`config.mk`:
```
export PLATFORM = sky130hd
export DESIGN_NAME = uart_rx
export DESIGN_NICKNAME = d
export VERILOG_FILES = /design/src/rtl/uart_pkg.sv /design/src/rtl/uart_rx_sync.sv /design/src/rtl/uart_rx.sv
export SDC_FILE = /design/constraint.sdc
export NUM_CORES = 1
export LEC_CHECK = 0
export ABC_AREA = 1
export CORE_MARGIN = 8
export CORE_UTILIZATION = 45
export CTS_CLUSTER_DIAMETER = 40
export DETAILED_ROUTE_END_ITERATION = 8
export SKIP_CTS_REPAIR_TIMING = 1
export SKIP_LAST_GASP = 1
export SLEW_MARGIN = 20
export SYNTH_ARGS = -nofsm -noshare
export SYNTH_HDL_FRONTEND = slang
export SYNTH_HIERARCHICAL = 1
export SYNTH_SLANG_ARGS = --single-unit
```
`constraint.sdc`:
```
create_clock -name clk -period 2.11 [get_ports clk]
set_clock_uncertainty 0.2 [all_clocks]
set_input_delay 0.422 -clock clk [delete_from_list [all_inputs] [get_ports clk]]
set_output_delay 0.422 -clock clk [all_outputs]
set_load 0.02 [all_outputs]
```
`src/rtl/uart_pkg.sv`:
```
// Shared UART definitions used by both the receive and transmit blocks.
package uart_pkg;

    typedef enum logic [2:0] {
        IDLE,
        START,
        DATA,
        STOP,
        BREAK
    } uart_state_t;

    localparam logic UART_IDLE_LEVEL = 1'b1;
    localparam int   UART_DATA_BITS  = 8;
    localparam int   UART_OVERSAMPLE = 16;

endpackage

```
`src/rtl/uart_rx_sync.sv`:
```
// Two-flop synchroniser for asynchronous line inputs.
// It resets to the idle line level so that reset cannot look like a start bit.
module uart_rx_sync
    import uart_pkg::*;
#(
    parameter int WIDTH = 1
) (
    input  logic             clk,
    input  logic             reset,
    input  logic [WIDTH-1:0] d,
    output logic [WIDTH-1:0] q
);

    logic [WIDTH-1:0] meta;

    // NOTE: sequential state uses non-blocking assignments so both flops sample together.
    always_ff @(posedge clk or posedge reset) begin
        if (reset) begin
            meta <= {WIDTH{UART_IDLE_LEVEL}};
            q    <= {WIDTH{UART_IDLE_LEVEL}};
        end else begin
            meta <= d;
            q    <= meta;
        end
    end

endmodule

```
`src/rtl/uart_rx.sv`:
```
// UART 8N1 receiver. It oversamples the line and takes a 3-sample majority vote at mid-bit.
// The received byte is held in a one-deep register with a valid/ack handshake.
module uart_rx
    import uart_pkg::*;
#(
    parameter int CLK_HZ     = 50_000_000,
    parameter int BAUD       = 9600,
    parameter int OVERSAMPLE = UART_OVERSAMPLE
) (
    input  logic       clk,
    input  logic       reset,
    input  logic       rx,
    output logic [7:0] rx_data,
    output logic       rx_valid,
    input  logic       rx_ack,
    output logic       rx_busy,
    output logic       frame_err,
    output logic       overrun
);

    localparam int DIV   = (CLK_HZ + (BAUD * OVERSAMPLE) / 2) / (BAUD * OVERSAMPLE);
    localparam int DIV_W = (DIV > 1) ? $clog2(DIV) : 1;
    localparam int CNT_W = $clog2(OVERSAMPLE);
    localparam int BIT_W = $clog2(UART_DATA_BITS);

    localparam logic [DIV_W-1:0] DIV_LAST = DIV_W'(DIV - 1);
    localparam logic [CNT_W-1:0] CNT_S0   = CNT_W'(OVERSAMPLE / 2 - 1);
    localparam logic [CNT_W-1:0] CNT_S1   = CNT_W'(OVERSAMPLE / 2);
    localparam logic [CNT_W-1:0] CNT_S2   = CNT_W'(OVERSAMPLE / 2 + 1);
    localparam logic [CNT_W-1:0] CNT_LAST = CNT_W'(OVERSAMPLE - 1);
    localparam logic [BIT_W-1:0] BIT_LAST = BIT_W'(UART_DATA_BITS - 1);

    if (DIV < 1) begin : g_bad_div
        $error("uart_rx: CLK_HZ/(BAUD*OVERSAMPLE) rounds to zero");
    end
    if ((OVERSAMPLE < 8) || (OVERSAMPLE % 2 != 0)) begin : g_bad_os
        $error("uart_rx: OVERSAMPLE must be even and at least 8");
    end

    logic                        rx_s;
    uart_state_t                 state, state_nxt;
    logic        [DIV_W-1:0]     div_cnt;
    logic        [CNT_W-1:0]     cnt;
    logic        [1:0]           samp;
    logic                        vote_bit;
    logic        [BIT_W-1:0]     bit_idx;
    logic        [7:0]           shift;
    logic                        byte_done;
    logic                        tick, vote, at_vote, at_last, start_frame;

    uart_rx_sync #(.WIDTH(1)) u_sync (
        .clk   (clk),
        .reset (reset),
        .d     (rx),
        .q     (rx_s)
    );

    assign tick        = (div_cnt == DIV_LAST);
    assign at_vote     = tick && (cnt == CNT_S2);
    assign at_last     = tick && (cnt == CNT_LAST);
    assign vote        = (samp[0] & samp[1]) | (samp[0] & rx_s) | (samp[1] & rx_s);
    assign start_frame = (state == IDLE) && (rx_s != UART_IDLE_LEVEL);
    assign rx_busy     = (state != IDLE);

    always_ff @(posedge clk or posedge reset) begin
        if (reset) state <= IDLE;
        else       state <= state_nxt;
    end

    // NOTE: state_nxt gets its default first so no path through the case infers a latch.
    always_comb begin
        state_nxt = state;
        case (state)
            IDLE:  if (start_frame) state_nxt = START;
            START: begin
                if (at_vote && vote) state_nxt = IDLE;
                else if (at_last)    state_nxt = DATA;
            end
            DATA:  if (at_last && (bit_idx == BIT_LAST)) state_nxt = STOP;
            STOP:  if (at_vote) state_nxt = vote ? IDLE : BREAK;
            BREAK: if (rx_s == UART_IDLE_LEVEL) state_nxt = IDLE;
            default: state_nxt = IDLE;
        endcase
    end

    always_ff @(posedge clk or posedge reset) begin
        if (reset) begin
            div_cnt   <= '0;
            cnt       <= '0;
            samp      <= '1;
            vote_bit  <= 1'b1;
            bit_idx   <= '0;
            shift     <= '0;
            byte_done <= 1'b0;
            frame_err <= 1'b0;
            overrun   <= 1'b0;
            rx_data   <= '0;
            rx_valid  <= 1'b0;
        end else begin
            byte_done <= 1'b0;
            frame_err <= 1'b0;
            overrun   <= 1'b0;

            // Bit timing restarts on the start-bit edge so mid-bit samples stay centred.
            if (start_frame) begin
                div_cnt <= '0;
                cnt     <= '0;
            end else if (tick) begin
                div_cnt <= '0;
                cnt     <= (cnt == CNT_LAST) ? '0 : cnt + 1'b1;
            end else begin
                div_cnt <= div_cnt + 1'b1;
            end

            if (tick && (cnt == CNT_S0)) samp[0] <= rx_s;
            if (tick && (cnt == CNT_S1)) samp[1] <= rx_s;
            if (at_vote)                 vote_bit <= vote;

            if ((state == START) && at_last) bit_idx <= '0;
            if ((state == DATA) && at_last) begin
                shift   <= {vote_bit, shift[7:1]};
                bit_idx <= bit_idx + 1'b1;
            end

            if ((state == STOP) && at_vote) begin
                if (vote) byte_done <= 1'b1;
                else      frame_err <= 1'b1;
            end

            // An ack in the delivery cycle frees the register for the incoming byte.
            if (byte_done) begin
                if (!rx_valid || rx_ack) begin
                    rx_data  <= shift;
                    rx_valid <= 1'b1;
                end else begin
                    overrun <= 1'b1;
                end
            end else if (rx_valid && rx_ack) begin
                rx_valid <= 1'b0;
            end
        end
    end

endmodule

```
[Word-level counts from Yosys, hierarchy flattened]
Cells that the tools add are included.
Word-level totals
  register bits after elaboration: 44
Cells by class
  bitwise logic cells: 6
  eq/ne operators: 16
  mux-type cells: 24
  reduce and logical (&&, ||, !) cells: 21
  add/subtract/negate cells: 3
Operators by type and width (count)
  $mux 3: 9
  $mux 9: 2
  $pmux 3 s5: 1
  $eq 4x4->1 const B: 3
  $mux 4: 3
  $logic_and 1x1->1: 11
  $add 9x1->9 const B: 1
  $eq 9x9->1 const B: 1
  $mux 1: 9
  $eq 3x2->1 const B: 2
  $eq 3x3->1 const B: 2
  $ne 2x2->1 const B: 3
  $reduce_bool 2->1: 3
  $reduce_and 5->1: 1
  $add 4x1->4 const B: 1
  $eq 4x3->1 const B: 1
  $ne 2x1->1 const B: 2
  $reduce_and 2->1: 2
  $add 3x1->3 const B: 1
  $and 1x1->1: 3
  $eq 3x1->1 const B: 1
  $logic_not 3->1: 1
  $ne 3x3->1 const B: 1
  $reduce_bool 3->1: 1
  4 further kinds: 5

[Logic depth before layout (Yosys ltp)]
Gate-level depths: netlist of the first run.
  depth in word-level cells: 6
  mapped depth: 11
  gate-level depth less buffers: 11

[Modules after synthesis]
The synthesis of the first run kept the hierarchy.
By module, submodules not included
  uart_rx: cells each 237, times used 1, seq. area each 1054.8 sq um, area an instance 2074.5 sq um
  uart_rx_sync: cells each 3, times used 1, seq. area each 52.6 sq um, area an instance 56.3 sq um

[Worst setup path before layout of the first run]
No wires, ideal clock.
  kind: reg2reg
  start point: reg div_cnt[1]
  end point: reg shift[6]
  path slack: 513 ps
  clock period less this slack: 1597 ps
  arrival: 1278 ps
  stages on the path, launching flop included: 11
  data required time: 1791 ps
  path through: dfrtp_1 -> inv_1 -> ha_1 -> nand2_2 -> nor2_4 -> nand3_4 -> clkinv_2 -> nand2_4 -> buf_6 -> nand2_1 -> o21ai_2
Between the ends
  word-level cells in the longest chain between the ends: 3
Ends and longest elaborated chain
  start: declaration: RTL line uart_rx.sv:42  | logic [DIV_W-1:0] div_cnt;
  start signal: assignment: RTL line uart_rx.sv:112  | div_cnt <= div_cnt + 1'b1;
  $eq 9x9->1: RTL line uart_rx.sv:58  | assign tick = (div_cnt == DIV_LAST);
  $logic_and 1x1->1: RTL line uart_rx.sv:60  | assign at_last = tick && (cnt == CNT_LAST);
  $logic_and 1x1->1: RTL line uart_rx.sv:120  | if ((state == DATA) && at_last) begin
  end signal: assignment: RTL line uart_rx.sv:121  | shift <= {vote_bit, shift[7:1]};
  end: declaration: RTL line uart_rx.sv:47  | logic [7:0] shift;
Every way passes these cells.
A chain may end at the register's enable or synchronous reset.

[Worst setup path in the final report of the first run]
  start point: reg rx_data[0]
  end point: out rx_data[0]
RTL lines
  start: declaration: RTL line uart_rx.sv:13  | output logic [7:0] rx_data,
  start signal: assignment: RTL line uart_rx.sv:133  | rx_data <= shift;
No word-level cell between the ends.

==> results of run 1 <==
cells in the mapped netlist:
| cell | n | area share (%) |
|---|---|---|
| nand2_1 | 48 | 8.5 |
| nand3_4 | 1 | 0.82 |
| nand2_4 | 1 | 0.53 |
| nand4_1 | 2 | 0.59 |
| o2111ai_1 | 1 | 0.41 |
| a21oi_2 | 1 | 0.41 |
| nand3_2 | 4 | 1.9 |
| clkinv_2 | 1 | 0.23 |
| buf_2 | 1 | 0.23 |
| o31ai_1 | 1 | 0.35 |
| nor3_1 | 5 | 1.2 |
| nor2_2 | 2 | 0.59 |
| nor2_4 | 3 | 1.6 |
| nor3_2 | 1 | 0.47 |
| mux2_2 | 1 | 0.53 |
| dfstp_2 | 5 | 6.2 |
| inv_1 | 35 | 6.2 |
| o21ai_0 | 14 | 3.3 |
| nor2_1 | 24 | 4.2 |
| inv_2 | 2 | 0.35 |
| ha_1 | 7 | 4.1 |
| o21ai_1 | 1 | 0.23 |
| buf_6 | 1 | 0.53 |
| a21oi_1 | 10 | 2.3 |
| nand2_2 | 4 | 1.2 |
| dfrtp_1 | 39 | 46 |
| nand3_1 | 15 | 3.5 |
| o21ai_2 | 7 | 2.9 |
| clkbuf_1 | 1 | 0.18 |
| xnor2_1 | 1 | 0.41 |
| nor3b_1 | 1 | 0.35 |
stage by stage:
| stage | instances | hold WS [ns] |
|---|---|---|
| after floorplan | 240 | 0.134 |
| after global placement | 310 | 0.147 |
| after detailed placement | 310 | 0.152 |
| after CTS | 317 | 0.164 |
| after global routing | 317 | 0.169 |
| final | 317 | 0.162 |
power breakdown:
| group | switching (mW) | internal, mW |
|---|---|---|
| Sequential | 0.00109 | 0.846 |
| Clock | 0.278 | 0.224 |
| Combinational | 0.0186 | 0.00941 |
cell families (layout without fill, tap and decap cells):
kind of cell,count (synthesis),count (layout)
fa+ha+maj,7,7
xor+xnor,1,1
compound gates,35,35
simple gates,111,111
flops,44,44
mux,1,1
buf+inv,41,64
routing by layer:
| layer | up-vias | wire length, µm |
|---|---|---|
| met5 | - | 0 |
| met4 | 0 | 60 |
| met3 | 6 | 85 |
| met2 | 13 | 1720 |
| met1 | 671 | 1810 |
| li1 | 808 | - |
state kept, by name (all words and copies together) (netlist names), 2 cells and up:
name	cells
samp	2
state	3
div_cnt	9
rx_data	8
cnt	4
bit_idx	3
shift	8
final cells by class:
type	count	area share, %
sequential	44	45.1
multi-input combinational	155	35.0
timing repair buffer	19	7.95
inverter	38	5.86
clock buffer	5	2.80
tap	54	2.75
clock inverter	2	0.510
worst paths after layout:
kind,cells past startpoint,from,slack [ns],end
worst min-delay path,0,u_sync/meta,0.16,u_sync/q
max in group asynchronous,3,reset,1.13,vote_bit
worst min register to register,0,u_sync/meta,0.16,u_sync/q
min in group asynchronous,2,reset,0.28,u_sync/meta
worst max register to register,9,cnt[1],0.36,state[1]
worst max-delay path,1,rx_data[0],0.22,rx_data[0]
==> summary.txt, run 1 <==
Global routing
  • GRT Max-Usage Layer: met2
  • M3 GR Usage: roughly 3%
  • M2 GR Usage: 18.6%
  • Largest net degree at the start of global routing: between 40 and 50
  • All-Layer GR Usage: ~11%
  • Gr ovfl total: 0
  • Met1 usage: between 10% and 20%
  • First-pass GRT wire length: 6.56 mm
  • Antenna violations before repair: 0
  • Vias in the first global route: 1,456

Layout
  • Commonest non-fill, non-tap cell in the layout: nand2_1
  • Final net count: ~270
  • Antenna Diode Count: 0
  • Area growth from synthesis to layout: 15.2%
  • Multi-input gate area: roughly 860 µm²
  • Storage cell area: between 0.001 and 0.0015 mm²
  • Layout cell share with drive strength beyond 1: between 10% and 20%
  • Fill count: roughly 450
  • Utilization after layout: 53.0%
  • Most frequent cells in the layout: 48 x nand2_1, 39 x dfrtp_1, 35 x inv_1, 24 x nor2_1, 15 x nand3_1
  • Cell area after layout: 0.00245 mm²

Placement
  • Setup WS pre-CTS: ~0.32 ns
  • Post-DP HPWL: 2.68 mm
  • Placed cell area: around 0.0024 mm²
  • IO buf count: 15
  • GP Congestion: 0.787

Floorplan
  • Core Area: around 0.0046 mm²
  • Initial core utilization: a little under half
  • I/O pin count: 16
  • Die area: ~0.0072 mm²
  • Cell Rows: 25
  • Die Y: 84.8 µm
  • Die W: roughly 85 µm

Power
  • LEAKAGE: around 1.1 nW
  • Peak VDD IR: about 320 µV
  • Pwr dens: around 560 mW/mm²
  • Power Total: between 1 and 1.5 mW

Synth
  • Synth cell types: 31
  • Post-synthesis sequential area ratio: approximately 52%
  • XOR/XNOR Fraction of Synth Area: less than 1%
  • Simple-gate share of the synthesized area: approximately 25%
  • Syn Std Cell Area: ~0.0021 mm²
  • Main combinational cell family by area after synthesis: simple AND/OR/NAND/NOR gates
  • Complex-gate fraction of the synthesized area: around a tenth
  • Cells after synthesis: between 200 and 250
  • Synthesis warning total: 6
  • Mux share of post-synthesis cell area: less than 1%
  • Syn_area_per_cell: about 8.9 µm²
  • Syn nets: ~250
  • Adder-Cell Fraction of Synth Area: between 4 and 5%
  • Yosys reg bits: between 40 and 50

Clocking
  • Inserted Clock Buffers: 5
  • Max Root-Sink Buffers: 2
  • CTS tree: done
  • CTS H-Tree Depth: 2
  • Root Driver: clkbuf_8
  • Clock transition at path regs: 0.08 ns
  • Worst-Skew Late Latency: approximately 0.29 ns
  • CTS sink count: between 40 and 50

Detailed routing
  • Wire per inst: around 12 µm
  • DRC viols: 0
  • Via density: about 4.7
  • Final wirelength: between 3 and 4 mm
  • Routed Antenna Nets: 0
  • DR pass1 iterations: 4
  • DR vias: 1,498
  • Initial drt markers: 46

Worst setup path
  • Crit-path cells: clkdlybuf4s50_1
  • CP startpoint kind: flip-flop
  • Worst EP required: around 1.5 ns
  • Critical-path top delay cell: clkdlybuf4s50_1
  • CP top delay family: buffers and inverters
  • CP Max Fanout: 2
  • WP buf/inv: 1
  • Crit-path max cell delay: 0.61 ns
  • Critical path class: reg2out
  • Crit. End Element: output pin
  • WP data arrival: 1.27 ns

Timing
  • Min setup slack post-route: ~0.22 ns
  • RSZ-0062 raised after global routing: no
  • Slew @ Worst Pin: 0.351 ns
  • Setup tns final: 0 ns
  • Crit share post-route: approximately nine tenths
  • # setup viols final: 0
  • Slew headroom: roughly three quarters
  • Max-slew violation total from the final report: 0
  • Final hold vios: 0
  • Fmax: 529 MHz
  • Min Tclk post-route: between 1.5 and 2 ns

Job
  • Max Cap Viol: 0

Status
  • Outcome: completed

Min path
  • Min-Delay Path Class: reg2reg
Note: power is estimated with default switching activity, not from simulation.
==> run 2, diff against run 1 <==
REMOVE_ABC_BUFFERS = 1   (was unset)
==> summary.txt, run 2 (synthesis gave the netlist of run 1 again) <==
Global routing
  • Gr ovfl total: 0 (unchanged)
  • First-pass GRT wire length: 6.65 mm (+1.4%)
  • Antenna violations before repair: 0 (unchanged)
  • All-Layer GR Usage: 11.3% (+0.11 points)
  • Largest net degree at the start of global routing: 43 (unchanged)
  • Vias in the first global route: 1,534 (+5.4%)

Layout
  • Layout cell share with drive strength beyond 1: 16.3% (-0.44 points)
  • Max FFs per register: 9 (unchanged)
  • Most frequent cells in the layout: 48 x nand2_1, 39 x dfrtp_1, 35 x inv_1, 24 x nor2_1, 15 x nand3_1
  • Area growth from synthesis to layout: 15.2% (unchanged)
  • Utilization after layout: 53.0% (unchanged)
  • Fill count: 448 (+0.45%)
  • Commonest non-fill, non-tap cell in the layout: nand2_1
  • Antenna Diode Count: 0 (unchanged)
  • Largest register by flop count: div_cnt
  • Largest regs: div_cnt (9), rx_data (8), shift (8)
  • Final net count: 274 (unchanged)

Worst setup path
  • Crit-path cells: clkdlybuf4s50_1
  • Crit path from: rx_data[3]
  • CP top delay family: buffers and inverters
  • Reg2Reg Launch Point: div_cnt[1]
  • Critical-path top delay cell: clkdlybuf4s50_1
  • WP data arrival: 1.27 ns (about the same)
  • Crit. End Element: output pin
  • Critical path class: reg2out
  • CP startpoint kind: flip-flop
  • CP Max Fanout: 2 (unchanged)
  • Crit-path max cell delay: 0.61 ns (about the same)
  • WP buf/inv: 1 (unchanged)
  • Worst EP required: 1.49 ns (about the same)

Timing
  • Final hold vios: 0 (unchanged)
  • Slew @ Worst Pin: 0.420 ns (+0.0693 ns)
  • Crit share post-route: 89.7% (+0.11 points)
  • Worst hold slack: 0.157 ns (-0.00537 ns)
  • Min setup slack post-route: 0.217 ns (-0.00242 ns)
  • Setup tns final: 0 ns (unchanged)
  • # setup viols final: 0 (unchanged)
  • Max-slew violation total from the final report: 0 (unchanged)
  • Min Tclk post-route: 1.89 ns (+0.00242 ns)
  • Fmax: 528 MHz (-0.13%)
  • RSZ-0062 raised after global routing: no
  • Slew headroom: 71.8% (-4.8 points)

Placement
  • Setup WS pre-CTS: 0.224 ns (-0.0929 ns)
  • Post-DP HPWL: 2.75 mm (+2.7%)
  • GP Congestion: 0.803 (+2.0%)
  • IO buf count: 15 (unchanged)

Clocking
  • Clock transition at path regs: 0.08 ns (about the same)
  • Inserted Clock Buffers: 5 (unchanged)
  • Root Driver: clkbuf_8
  • Worst-Skew Late Latency: 0.29 ns (about the same)
  • Max Root-Sink Buffers: 2 (unchanged)
  • CTS tree: done
  • CTS H-Tree Depth: 2 (unchanged)
  • CTS sink count: 44 (unchanged)

Power
  • Peak VDD IR: 251 µV (-21%)
  • Power Total: 1.37 mW (-0.29%)
  • LEAKAGE: 1.15 nW (+0.19%)
  • Pwr dens: 560 mW/mm² (-0.29%)

Floorplan
  • Die W: 84.8 µm (unchanged)
  • Core Area: 0.00463 mm² (unchanged)
  • Cell Rows: 25 (unchanged)
  • Initial core utilization: 46.0% (unchanged)
  • Die area: 0.00719 mm² (unchanged)
  • I/O pin count: 16 (unchanged)
  • Die Y: 84.8 µm (unchanged)

Detailed routing
  • DR vias: 1,530 (+2.1%)
  • Routed Antenna Nets: 0 (unchanged)
  • Initial drt markers: 55 (+20%)
  • DR pass1 iterations: 4 (unchanged)
  • Wire per inst: 11.4 µm (-1.7%)
  • Final wirelength: 3.63 mm (-1.4%)
  • DRC viols: 0 (unchanged)
  • Via density: 4.81 (+1.8%)

Min path
  • Critical hold path startpoint: u_sync/meta
  • Min-Delay Path Class: reg2reg

Status
  • Outcome: completed

Job
  • Max Cap Viol: 0 (unchanged)
==> run 2: cell types whose count changed in the layout (fill, tap and decap cells not counted) <==
cell and change:
clkinvlp_4 -1, clkbuf_1 +2
==> run 2: power breakdown <==
group,total (mW),switching (mW),internal [mW]
combinational,0.0278,0.0184,0.00938
clock,0.499,0.266,0.232
sequential,0.847,0.00115,0.846
==> run 2: through the flow <==
stage	instance area, µm²	instances
after floorplan	2110	237
after global placement	2370	310
after detailed placement	2370	310
after CTS	2450	318
after global routing	2450	318
final	2450	318
==> run 2: final timing paths <==
check | slack [ns] | cells after the start | to
max | 0.22 | 1 | rx_data[3]
min | 0.16 | 0 | u_sync/q
max reg2reg | 0.32 | 8 | div_cnt[6]
min reg2reg | 0.16 | 0 | u_sync/q
max in group asynchronous | 1.14 | 3 | vote_bit
min in group asynchronous | 0.27 | 2 | u_sync/meta
==> run 2: layout make-up <==
type	count	area, µm²	share of cell area [%]
clock buffers	7	76.3	3.11
clock inverters	1	5.00	0.204
inverters	38	144	5.86
multi-input cells	155	860	35.0
flip-flops and latches	44	1110	45.1
well taps	54	67.6	2.75
repair buffers	19	195	7.95
==> run 2: per-layer routing <==
metal / up-vias / wire, µm / track usage, %
met1: 698 / 1800 / 14.3
met3: 7 / 119 / 2.80
met4: 0 / 52 / 4.85
li1: 808 / - / -
met2: 17 / 1660 / 17.8
met5: - / 0 / 0
